File: src/rtl/mem_ddr3_bridge_if.sv
// Request/response bus and MIG app_* signals for the PSX-to-DDR3 bridge.
// slave = bridge side, master = environment (CPU bus + MIG) side.
interface mem_ddr3_bridge_if #(
  parameter int ADDR_WIDTH     = 28,
  parameter int APP_DATA_WIDTH = 512
);
  logic                        req_valid;
  logic                        req_we;
  logic [31:0]                 req_addr;
  logic [31:0]                 req_wdata;
  logic [3:0]                  req_be;
  logic                        req_ready;
  logic                        rsp_valid;
  logic [31:0]                 rsp_rdata;
  logic                        init_calib_complete;
  logic [ADDR_WIDTH-1:0]       app_addr;
  logic [2:0]                  app_cmd;
  logic                        app_en;
  logic                        app_rdy;
  logic [APP_DATA_WIDTH-1:0]   app_wdf_data;
  logic [APP_DATA_WIDTH/8-1:0] app_wdf_mask;
  logic                        app_wdf_wren;
  logic                        app_wdf_end;
  logic                        app_wdf_rdy;
  logic [APP_DATA_WIDTH-1:0]   app_rd_data;
  logic                        app_rd_data_valid;
  logic                        app_rd_data_end;

  modport slave (
    input  req_valid, req_we, req_addr, req_wdata, req_be, init_calib_complete,
           app_rdy, app_wdf_rdy, app_rd_data, app_rd_data_valid, app_rd_data_end,
    output req_ready, rsp_valid, rsp_rdata, app_addr, app_cmd, app_en,
           app_wdf_data, app_wdf_mask, app_wdf_wren, app_wdf_end
  );

  modport master (
    output req_valid, req_we, req_addr, req_wdata, req_be, init_calib_complete,
           app_rdy, app_wdf_rdy, app_rd_data, app_rd_data_valid, app_rd_data_end,
    input  req_ready, rsp_valid, rsp_rdata, app_addr, app_cmd, app_en,
           app_wdf_data, app_wdf_mask, app_wdf_wren, app_wdf_end
  );
endinterface

File: src/rtl/mem_ddr3_bridge.sv
// Single-outstanding bridge: one 32-bit word access becomes one 512-bit BL8
// MIG command, byte-masked on writes and lane-selected on reads.
module mem_ddr3_bridge #(
  parameter int ADDR_WIDTH     = 28,
  parameter int APP_DATA_WIDTH = 512
) (
  input  logic                clk,
  input  logic                rst,
  mem_ddr3_bridge_if.slave    bus
);
  localparam int LANES  = APP_DATA_WIDTH / 32;
  localparam int MASK_W = APP_DATA_WIDTH / 8;
  localparam logic [2:0] CMD_WR  = 3'b000;
  localparam logic [2:0] CMD_RD  = 3'b001;
  localparam logic [2:0] CMD_NOP = 3'b111;

  typedef enum logic [2:0] {CALIB, IDLE, WRITE, READ_CMD, READ_WAIT} state_e;

  state_e                    state_q, state_d;
  logic [ADDR_WIDTH-1:0]     app_addr_q, app_addr_d;
  logic [2:0]                app_cmd_q, app_cmd_d;
  logic                      app_en_q, app_en_d;
  logic [APP_DATA_WIDTH-1:0] wdf_data_q, wdf_data_d;
  logic [MASK_W-1:0]         wdf_mask_q, wdf_mask_d;
  logic                      wdf_wren_q, wdf_wren_d;
  logic                      wdf_end_q, wdf_end_d;
  logic                      rsp_valid_q, rsp_valid_d;
  logic [31:0]               rsp_rdata_q, rsp_rdata_d;
  logic                      cmd_done_q, cmd_done_d;
  logic                      dat_done_q, dat_done_d;
  logic [3:0]                word_q, word_d;

  logic [31:0]               rd_lane [LANES];
  logic [APP_DATA_WIDTH-1:0] wdata_rep;
  logic [MASK_W-1:0]         wmask_word;
  logic                      cmd_ok, dat_ok;
  logic                      unused_ok;

  // Per-lane read slicing, write replication and byte-mask for the addressed word.
  generate
    for (genvar gi = 0; gi < LANES; gi++) begin : g_lane
      assign rd_lane[gi]              = bus.app_rd_data[32*gi +: 32];
      assign wdata_rep[32*gi +: 32]   = bus.req_wdata;
      assign wmask_word[4*gi +: 4]    = (bus.req_addr[5:2] == 4'(gi)) ? ~bus.req_be : 4'hF;
    end
  endgenerate

  assign unused_ok = ^{bus.app_rd_data_end, bus.req_addr[1:0], bus.req_addr[31:ADDR_WIDTH+3]};

  assign cmd_ok = app_en_q & bus.app_rdy;
  assign dat_ok = wdf_wren_q & bus.app_wdf_rdy;

  always_comb begin
    state_d     = state_q;
    app_addr_d  = app_addr_q;
    app_cmd_d   = app_cmd_q;
    app_en_d    = app_en_q;
    wdf_data_d  = wdf_data_q;
    wdf_mask_d  = wdf_mask_q;
    wdf_wren_d  = wdf_wren_q;
    wdf_end_d   = wdf_end_q;
    rsp_valid_d = 1'b0;
    rsp_rdata_d = rsp_rdata_q;
    cmd_done_d  = cmd_done_q;
    dat_done_d  = dat_done_q;
    word_d      = word_q;

    case (state_q)
      CALIB: begin
        if (bus.init_calib_complete) state_d = IDLE;
      end
      IDLE: begin
        if (bus.req_valid) begin
          app_addr_d = {bus.req_addr[ADDR_WIDTH+2:6], 3'b000};
          word_d     = bus.req_addr[5:2];
          app_en_d   = 1'b1;
          cmd_done_d = 1'b0;
          dat_done_d = 1'b0;
          if (bus.req_we) begin
            app_cmd_d  = CMD_WR;
            wdf_data_d = wdata_rep;
            wdf_mask_d = wmask_word;
            wdf_wren_d = 1'b1;
            wdf_end_d  = 1'b1;
            state_d    = WRITE;
          end else begin
            app_cmd_d  = CMD_RD;
            state_d    = READ_CMD;
          end
        end
      end
      WRITE: begin
        // Command and data handshakes finish independently, in either order.
        if (cmd_ok) begin
          app_en_d   = 1'b0;
          cmd_done_d = 1'b1;
        end
        if (dat_ok) begin
          wdf_wren_d = 1'b0;
          wdf_end_d  = 1'b0;
          dat_done_d = 1'b1;
        end
        if (cmd_done_d && dat_done_d) begin
          state_d     = IDLE;
          rsp_valid_d = 1'b1;
          rsp_rdata_d = '0;
        end
      end
      READ_CMD: begin
        if (cmd_ok) begin
          app_en_d = 1'b0;
          state_d  = READ_WAIT;
        end
      end
      READ_WAIT: begin
        if (bus.app_rd_data_valid) begin
          rsp_rdata_d = rd_lane[word_q];
          rsp_valid_d = 1'b1;
          state_d     = IDLE;
        end
      end
      default: state_d = CALIB;
    endcase
  end

  always_ff @(posedge clk or posedge rst) begin
    if (rst) begin
      state_q     <= CALIB;
      app_addr_q  <= '0;
      app_cmd_q   <= CMD_NOP;
      app_en_q    <= 1'b0;
      wdf_data_q  <= '0;
      wdf_mask_q  <= '1;
      wdf_wren_q  <= 1'b0;
      wdf_end_q   <= 1'b0;
      rsp_valid_q <= 1'b0;
      rsp_rdata_q <= '0;
      cmd_done_q  <= 1'b0;
      dat_done_q  <= 1'b0;
      word_q      <= '0;
    end else begin
      state_q     <= state_d;
      app_addr_q  <= app_addr_d;
      app_cmd_q   <= app_cmd_d;
      app_en_q    <= app_en_d;
      wdf_data_q  <= wdf_data_d;
      wdf_mask_q  <= wdf_mask_d;
      wdf_wren_q  <= wdf_wren_d;
      wdf_end_q   <= wdf_end_d;
      rsp_valid_q <= rsp_valid_d;
      rsp_rdata_q <= rsp_rdata_d;
      cmd_done_q  <= cmd_done_d;
      dat_done_q  <= dat_done_d;
      word_q      <= word_d;
    end
  end

  assign bus.req_ready    = (state_q == IDLE);
  assign bus.rsp_valid    = rsp_valid_q;
  assign bus.rsp_rdata    = rsp_rdata_q;
  assign bus.app_addr     = app_addr_q;
  assign bus.app_cmd      = app_cmd_q;
  assign bus.app_en       = app_en_q;
  assign bus.app_wdf_data = wdf_data_q;
  assign bus.app_wdf_mask = wdf_mask_q;
  assign bus.app_wdf_wren = wdf_wren_q;
  assign bus.app_wdf_end  = wdf_end_q;
endmodule

File: src/flat_wrapper.sv
// flat-port wrapper written by rule: the top's interface ports become plain ports
module mem_ddr3_bridge_flat 
#(
  parameter int ADDR_WIDTH     = 28,
  parameter int APP_DATA_WIDTH = 512
)
  (clk, rst, bus_req_valid, bus_req_we, bus_req_addr, bus_req_wdata, bus_req_be, bus_init_calib_complete, bus_app_rdy, bus_app_wdf_rdy, bus_app_rd_data, bus_app_rd_data_valid, bus_app_rd_data_end, bus_req_ready, bus_rsp_valid, bus_rsp_rdata, bus_app_addr, bus_app_cmd, bus_app_en, bus_app_wdf_data, bus_app_wdf_mask, bus_app_wdf_wren, bus_app_wdf_end);
  mem_ddr3_bridge_if #(.ADDR_WIDTH(ADDR_WIDTH), .APP_DATA_WIDTH(APP_DATA_WIDTH)) bus_i ();
  input  logic clk;
  input  logic rst;
  input wire logic [$bits(bus_i.req_valid)-1:0] bus_req_valid;
  input wire logic [$bits(bus_i.req_we)-1:0] bus_req_we;
  input wire logic [$bits(bus_i.req_addr)-1:0] bus_req_addr;
  input wire logic [$bits(bus_i.req_wdata)-1:0] bus_req_wdata;
  input wire logic [$bits(bus_i.req_be)-1:0] bus_req_be;
  input wire logic [$bits(bus_i.init_calib_complete)-1:0] bus_init_calib_complete;
  input wire logic [$bits(bus_i.app_rdy)-1:0] bus_app_rdy;
  input wire logic [$bits(bus_i.app_wdf_rdy)-1:0] bus_app_wdf_rdy;
  input wire logic [$bits(bus_i.app_rd_data)-1:0] bus_app_rd_data;
  input wire logic [$bits(bus_i.app_rd_data_valid)-1:0] bus_app_rd_data_valid;
  input wire logic [$bits(bus_i.app_rd_data_end)-1:0] bus_app_rd_data_end;
  output wire logic [$bits(bus_i.req_ready)-1:0] bus_req_ready;
  output wire logic [$bits(bus_i.rsp_valid)-1:0] bus_rsp_valid;
  output wire logic [$bits(bus_i.rsp_rdata)-1:0] bus_rsp_rdata;
  output wire logic [$bits(bus_i.app_addr)-1:0] bus_app_addr;
  output wire logic [$bits(bus_i.app_cmd)-1:0] bus_app_cmd;
  output wire logic [$bits(bus_i.app_en)-1:0] bus_app_en;
  output wire logic [$bits(bus_i.app_wdf_data)-1:0] bus_app_wdf_data;
  output wire logic [$bits(bus_i.app_wdf_mask)-1:0] bus_app_wdf_mask;
  output wire logic [$bits(bus_i.app_wdf_wren)-1:0] bus_app_wdf_wren;
  output wire logic [$bits(bus_i.app_wdf_end)-1:0] bus_app_wdf_end;
  assign bus_i.req_valid = bus_req_valid;
  assign bus_i.req_we = bus_req_we;
  assign bus_i.req_addr = bus_req_addr;
  assign bus_i.req_wdata = bus_req_wdata;
  assign bus_i.req_be = bus_req_be;
  assign bus_i.init_calib_complete = bus_init_calib_complete;
  assign bus_i.app_rdy = bus_app_rdy;
  assign bus_i.app_wdf_rdy = bus_app_wdf_rdy;
  assign bus_i.app_rd_data = bus_app_rd_data;
  assign bus_i.app_rd_data_valid = bus_app_rd_data_valid;
  assign bus_i.app_rd_data_end = bus_app_rd_data_end;
  assign bus_req_ready = bus_i.req_ready;
  assign bus_rsp_valid = bus_i.rsp_valid;
  assign bus_rsp_rdata = bus_i.rsp_rdata;
  assign bus_app_addr = bus_i.app_addr;
  assign bus_app_cmd = bus_i.app_cmd;
  assign bus_app_en = bus_i.app_en;
  assign bus_app_wdf_data = bus_i.app_wdf_data;
  assign bus_app_wdf_mask = bus_i.app_wdf_mask;
  assign bus_app_wdf_wren = bus_i.app_wdf_wren;
  assign bus_app_wdf_end = bus_i.app_wdf_end;
  mem_ddr3_bridge #(.ADDR_WIDTH(ADDR_WIDTH), .APP_DATA_WIDTH(APP_DATA_WIDTH)) u_core (.clk(clk), .rst(rst), .bus(bus_i));
endmodule
File: config.mk
export PLATFORM = sky130hd
export DESIGN_NAME = mem_ddr3_bridge_flat
export DESIGN_NICKNAME = d
export VERILOG_FILES = /design/src/rtl/mem_ddr3_bridge_if.sv /design/src/rtl/mem_ddr3_bridge.sv /design/src/flat_wrapper.sv
export SDC_FILE = /design/constraint.sdc
export NUM_CORES = 1
export LEC_CHECK = 0
export CORE_AREA = 5 5 471 473
export DETAILED_ROUTE_END_ITERATION = 7
export DIE_AREA = 0 0 476 478
export PLACE_DENSITY = 0.31
export REMOVE_ABC_BUFFERS = 1
export SLEW_MARGIN = 20
export SYNTH_ARGS = -nofsm -noshare
export SYNTH_HDL_FRONTEND = slang
export SYNTH_SLANG_ARGS = --single-unit
File: constraint.sdc
create_clock -name clk -period 5.8 [get_ports clk]
set_clock_uncertainty 0.1 [all_clocks]
set_input_delay 0.87 -clock clk [delete_from_list [all_inputs] [get_ports clk]]
set_output_delay 0.87 -clock clk [all_outputs]
set_load 0.01 [all_outputs]
==> results.py <==
metrics = {
    "outcome": {
        "outcome": "complete, no violations",
    },
    "timing": {
        "worstMarginPinSlew_ns": 1.24,
        "period_needed_ns": 3.27,
        "finalSetupViolCount": 0,
        "final_max_slew_viol_count": 0,
        "rsz0062_at_grt": "false",
        "slew_headroom": 0.173,
        "worst_slack_ns": 2.53,
        "finalHoldWorstSlack_ns": 0.402,
        "min_period_over_period": 0.563,
        "fmax_ghz": 0.306,
        "hold_viol": 0,
    },
    "drt": {
        "vias": 13100,
        "drtAntennaViolNets": 0,
        "wl_met2_um": 62200,
        "routed_wl_um": 118000,
        "drc": 0,
        "first_pass_iters": 5,
        "route.met3.wl_um": 9530,
        "viasPerCell": 2.67,
        "wl_met1_um": 43400,
        "drtIter0Drc": 606,
        "top_layer_used": "met5",
        "wire_per_inst_um": 24.0,
    },
    "setup_path": {
        "path_class": "register to primary output",
        "cp-end-kind": "primary output",
        "crit_arrival_ns": 2.30,
        "required_ns": 4.83,
        "startpoint_type": "register",
        "crit_family": "flip-flops",
        "cp_cell_sequence": "clkdlybuf4s50_1",
        "slowest_stage": "dfrtp_1",
        "path_buf_inv": 1,
        "cp_max_fo": 17,
        "cpPeakStageDelay_ns": 0.96,
    },
    "layout": {
        "final_cells": 4907,
        "utilization": 0.123,
        "fill_cells": 24600,
        "multi_input_area_um2": 5660,
        "drive_above_1_share": 0.137,
        "regArea_um2": 4270,
        "area_growth_pct": 92.2,
        "num-nets-final": 2602,
    },
    "place": {
        "place_ws_ns": 1.95,
        "gp_congestion": 0.777,
        "dp.cells": 4848,
        "io_buffer_count": 1225,
        "hpwl_um": 100000,
    },
    "clock_network": {
        "hold_buffers": 0,
        "clock-sinks": 167,
        "max-clock-path-buffers": 2,
        "htree_num_levels": 4,
        "ctsRootBufferMaster": "clkbuf_16",
        "post-cts-setup-buffers": 0,
        "cts_tree": "done",
        "path_clk_slew_ns": 0.09,
        "clock_latency_ns": 0.54,
        "numCtsBuffers": 17,
        "postCtsResizedCells": 0,
    },
    "synthesis": {
        "synth.top_cell.area_share": 0.266,
        "synth_area_um2": 13900,
        "syn_inst": 1307,
        "synth_flop_cell": "dfrtp_1",
        "yosysMostFrequentCell": "buf_4",
        "yosys.area_share.simple": 0.0373,
        "muxShareOfSynthArea": 0.252,
        "synthAdderAreaFrac": 0,
        "synth_top_family_by_area": "buffers and inverters",
        "yosys_warnings": 0,
        "synth_top_cells_by_count": "492 x buf_4, 117 x mux2i_1, 101 x dfrtp_1",
        "synth_seq_cells": 167,
        "synth-async-reset-ratio": 1.00,
        "synth_compound_area_frac": 0.112,
        "yosysSeqAreaShare": 0.306,
        "synth_edf_count": 0,
        "avgSynthCellArea_um2": 10.6,
        "synth_xor_area_frac": 0,
        "synth_top_area_cell": "buf_4",
        "synth.area.top_cells": "buf_4 27%, dfrtp_1 18%, dfstp_2 12%, mux4_2 12%, mux2i_1 8.4%",
        "synth.distinct_cells": 38,
    },
    "power": {
        "switching_share": 0.447,
        "power_mw": 13.9,
        "power.density_nw_per_um2": 519,
        "power.switching_mw": 6.20,
        "pwr-share-seq": 0.210,
        "p_int_mw": 7.68,
        "p_leak_nw": 9.16,
        "pwr-share-clk": 0.098,
        "vdd_ir_drop_max_mv": 0.244,
        "comb_power_share": 0.692,
    },
    "die": {
        "die_h_um": 478,
        "start_util": 0.0642,
        "die_area_um2": 228000,
        "fp.dieW_um": 476,
        "row_count": 171,
        "pin_count": 1233,
        "core_region_area_um2": 217000,
    },
    "global_route": {
        "grt_remaining_overflow": 0,
        "grt_pass1_wl_um": 145000,
        "grt_pass1_vias": 13600,
        "grt_max_degree": 146,
        "antenna_found_initial": 61,
        "grt_usage": 0.0983,
    },
    "run": {
        "maxCapViolCount": 0,
    },
    "worst_hold_path": {
        "hold_class": "register to register",
    },
}
## per-stage QoR
step / setup TNS [ns] / area (um^2)
6_report: 0 / 26700
4_1_cts: 0 / 26700
3_5_place_dp: 0 / 26000
5_1_grt: 0 / 26700
3_3_place_gp: 0 / 26000
2_1_floorplan: -218.00 / 9880
## power groups by stage
stage | Sequential (mW) | Combinational [mW] | Clock, mW
3_3_place_gp | 2.98 | 10.1 | 0
2_1_floorplan | 3.95 | 2.03 | 0
4_1_cts | 3.00 | 9.93 | 1.49
5_1_grt | 3.07 | 10.2 | 1.50
6_report | 2.91 | 9.61 | 1.36
3_5_place_dp | 3.01 | 9.91 | 0
## cell usage in the layout, fill, tap and decap left out, types with 26 or more instances in the layout
| master | instances |
|---|---|
| nor2_1 | 83 |
| buf_4 | 26 |
| clkdlybuf4s50_1 | 1225 |
| dfstp_2 | 66 |
| a22o_1 | 56 |
| mux4_2 | 72 |
| a221o_1 | 32 |
| a31oi_1 | 65 |
| dfrtp_1 | 98 |
| a221oi_1 | 28 |
| mux2_2 | 63 |
| mux2i_1 | 117 |
| diode_2 | 27 |
## layer usage
metal / GRT usage / vias to the layer above
met5: 0 / -
met2: 0.181 / 806
met3: 0.0331 / 104
met4: 0.0331 / 28
met1: 0.104 / 6464
li1: - / 5717
## path summary, 6_finish.rpt
check	start	to	slack, ns	cells after the start
setup / recovery	u_core.bus.app_wdf_data[489]$_DFFE_PP0P_	bus_app_wdf_data[9]	2.53	1
hold / removal	u_core.bus.app_wdf_mask[22]$_DFFE_PP1P_	u_core.bus.app_wdf_mask[22]$_DFFE_PP1P_	0.40	2
setup reg to reg	u_core.word_q[1]$_DFFE_PP0P_	u_core.bus.rsp_rdata[11]$_DFFE_PP0P_	2.65	6
hold reg to reg	u_core.bus.app_wdf_mask[22]$_DFFE_PP1P_	u_core.bus.app_wdf_mask[22]$_DFFE_PP1P_	0.40	2
max in group asynchronous	rst	u_core.bus.rsp_rdata[15]$_DFFE_PP0P_	3.71	3
min in group asynchronous	rst	u_core.bus.app_wdf_data[491]$_DFFE_PP0P_	0.73	2
## cell type report
class	count	share of cell area
antenna	27	0.00253
clock inverter	15	0.00791
timing repair buffer	1253	0.468
tap	2854	0.134
clock buffer	17	0.0159
inverter	5	0.000983
sequential	167	0.160
multi-input combinational	569	0.212
## kinds of logic after synthesis
family          Yosys count
flops                   167
mux                     252
other cells               1
compound gates          197
buf+inv                 573
simple gates            117
## state kept, by name, summed over array words and instances, names as in the netlist
name,cells
u_core.bus.rsp_rdata,32
u_core.dat_done_q,1
u_core.bus.app_wdf_mask,64
u_core.bus.rsp_valid,1
u_core.bus.app_wdf_wren,1
u_core.cmd_done_q,1
u_core.bus.app_addr,25
u_core.bus.app_wdf_data,32
u_core.bus.app_en,1
u_core.word_q,4
u_core.state_q,3
u_core.bus.app_cmd,2
## worst reg2reg max path, stage by stage, from the launching register on
cell	delay (ns)
dfrtp_4	0.81
buf_4	0.82
mux2i_1	0.19
a22o_1	0.26
a221oi_1	0.54
buf_4	0.24
a221o_1	0.13
No activity file was read; power rests on OpenSTA's default activity.
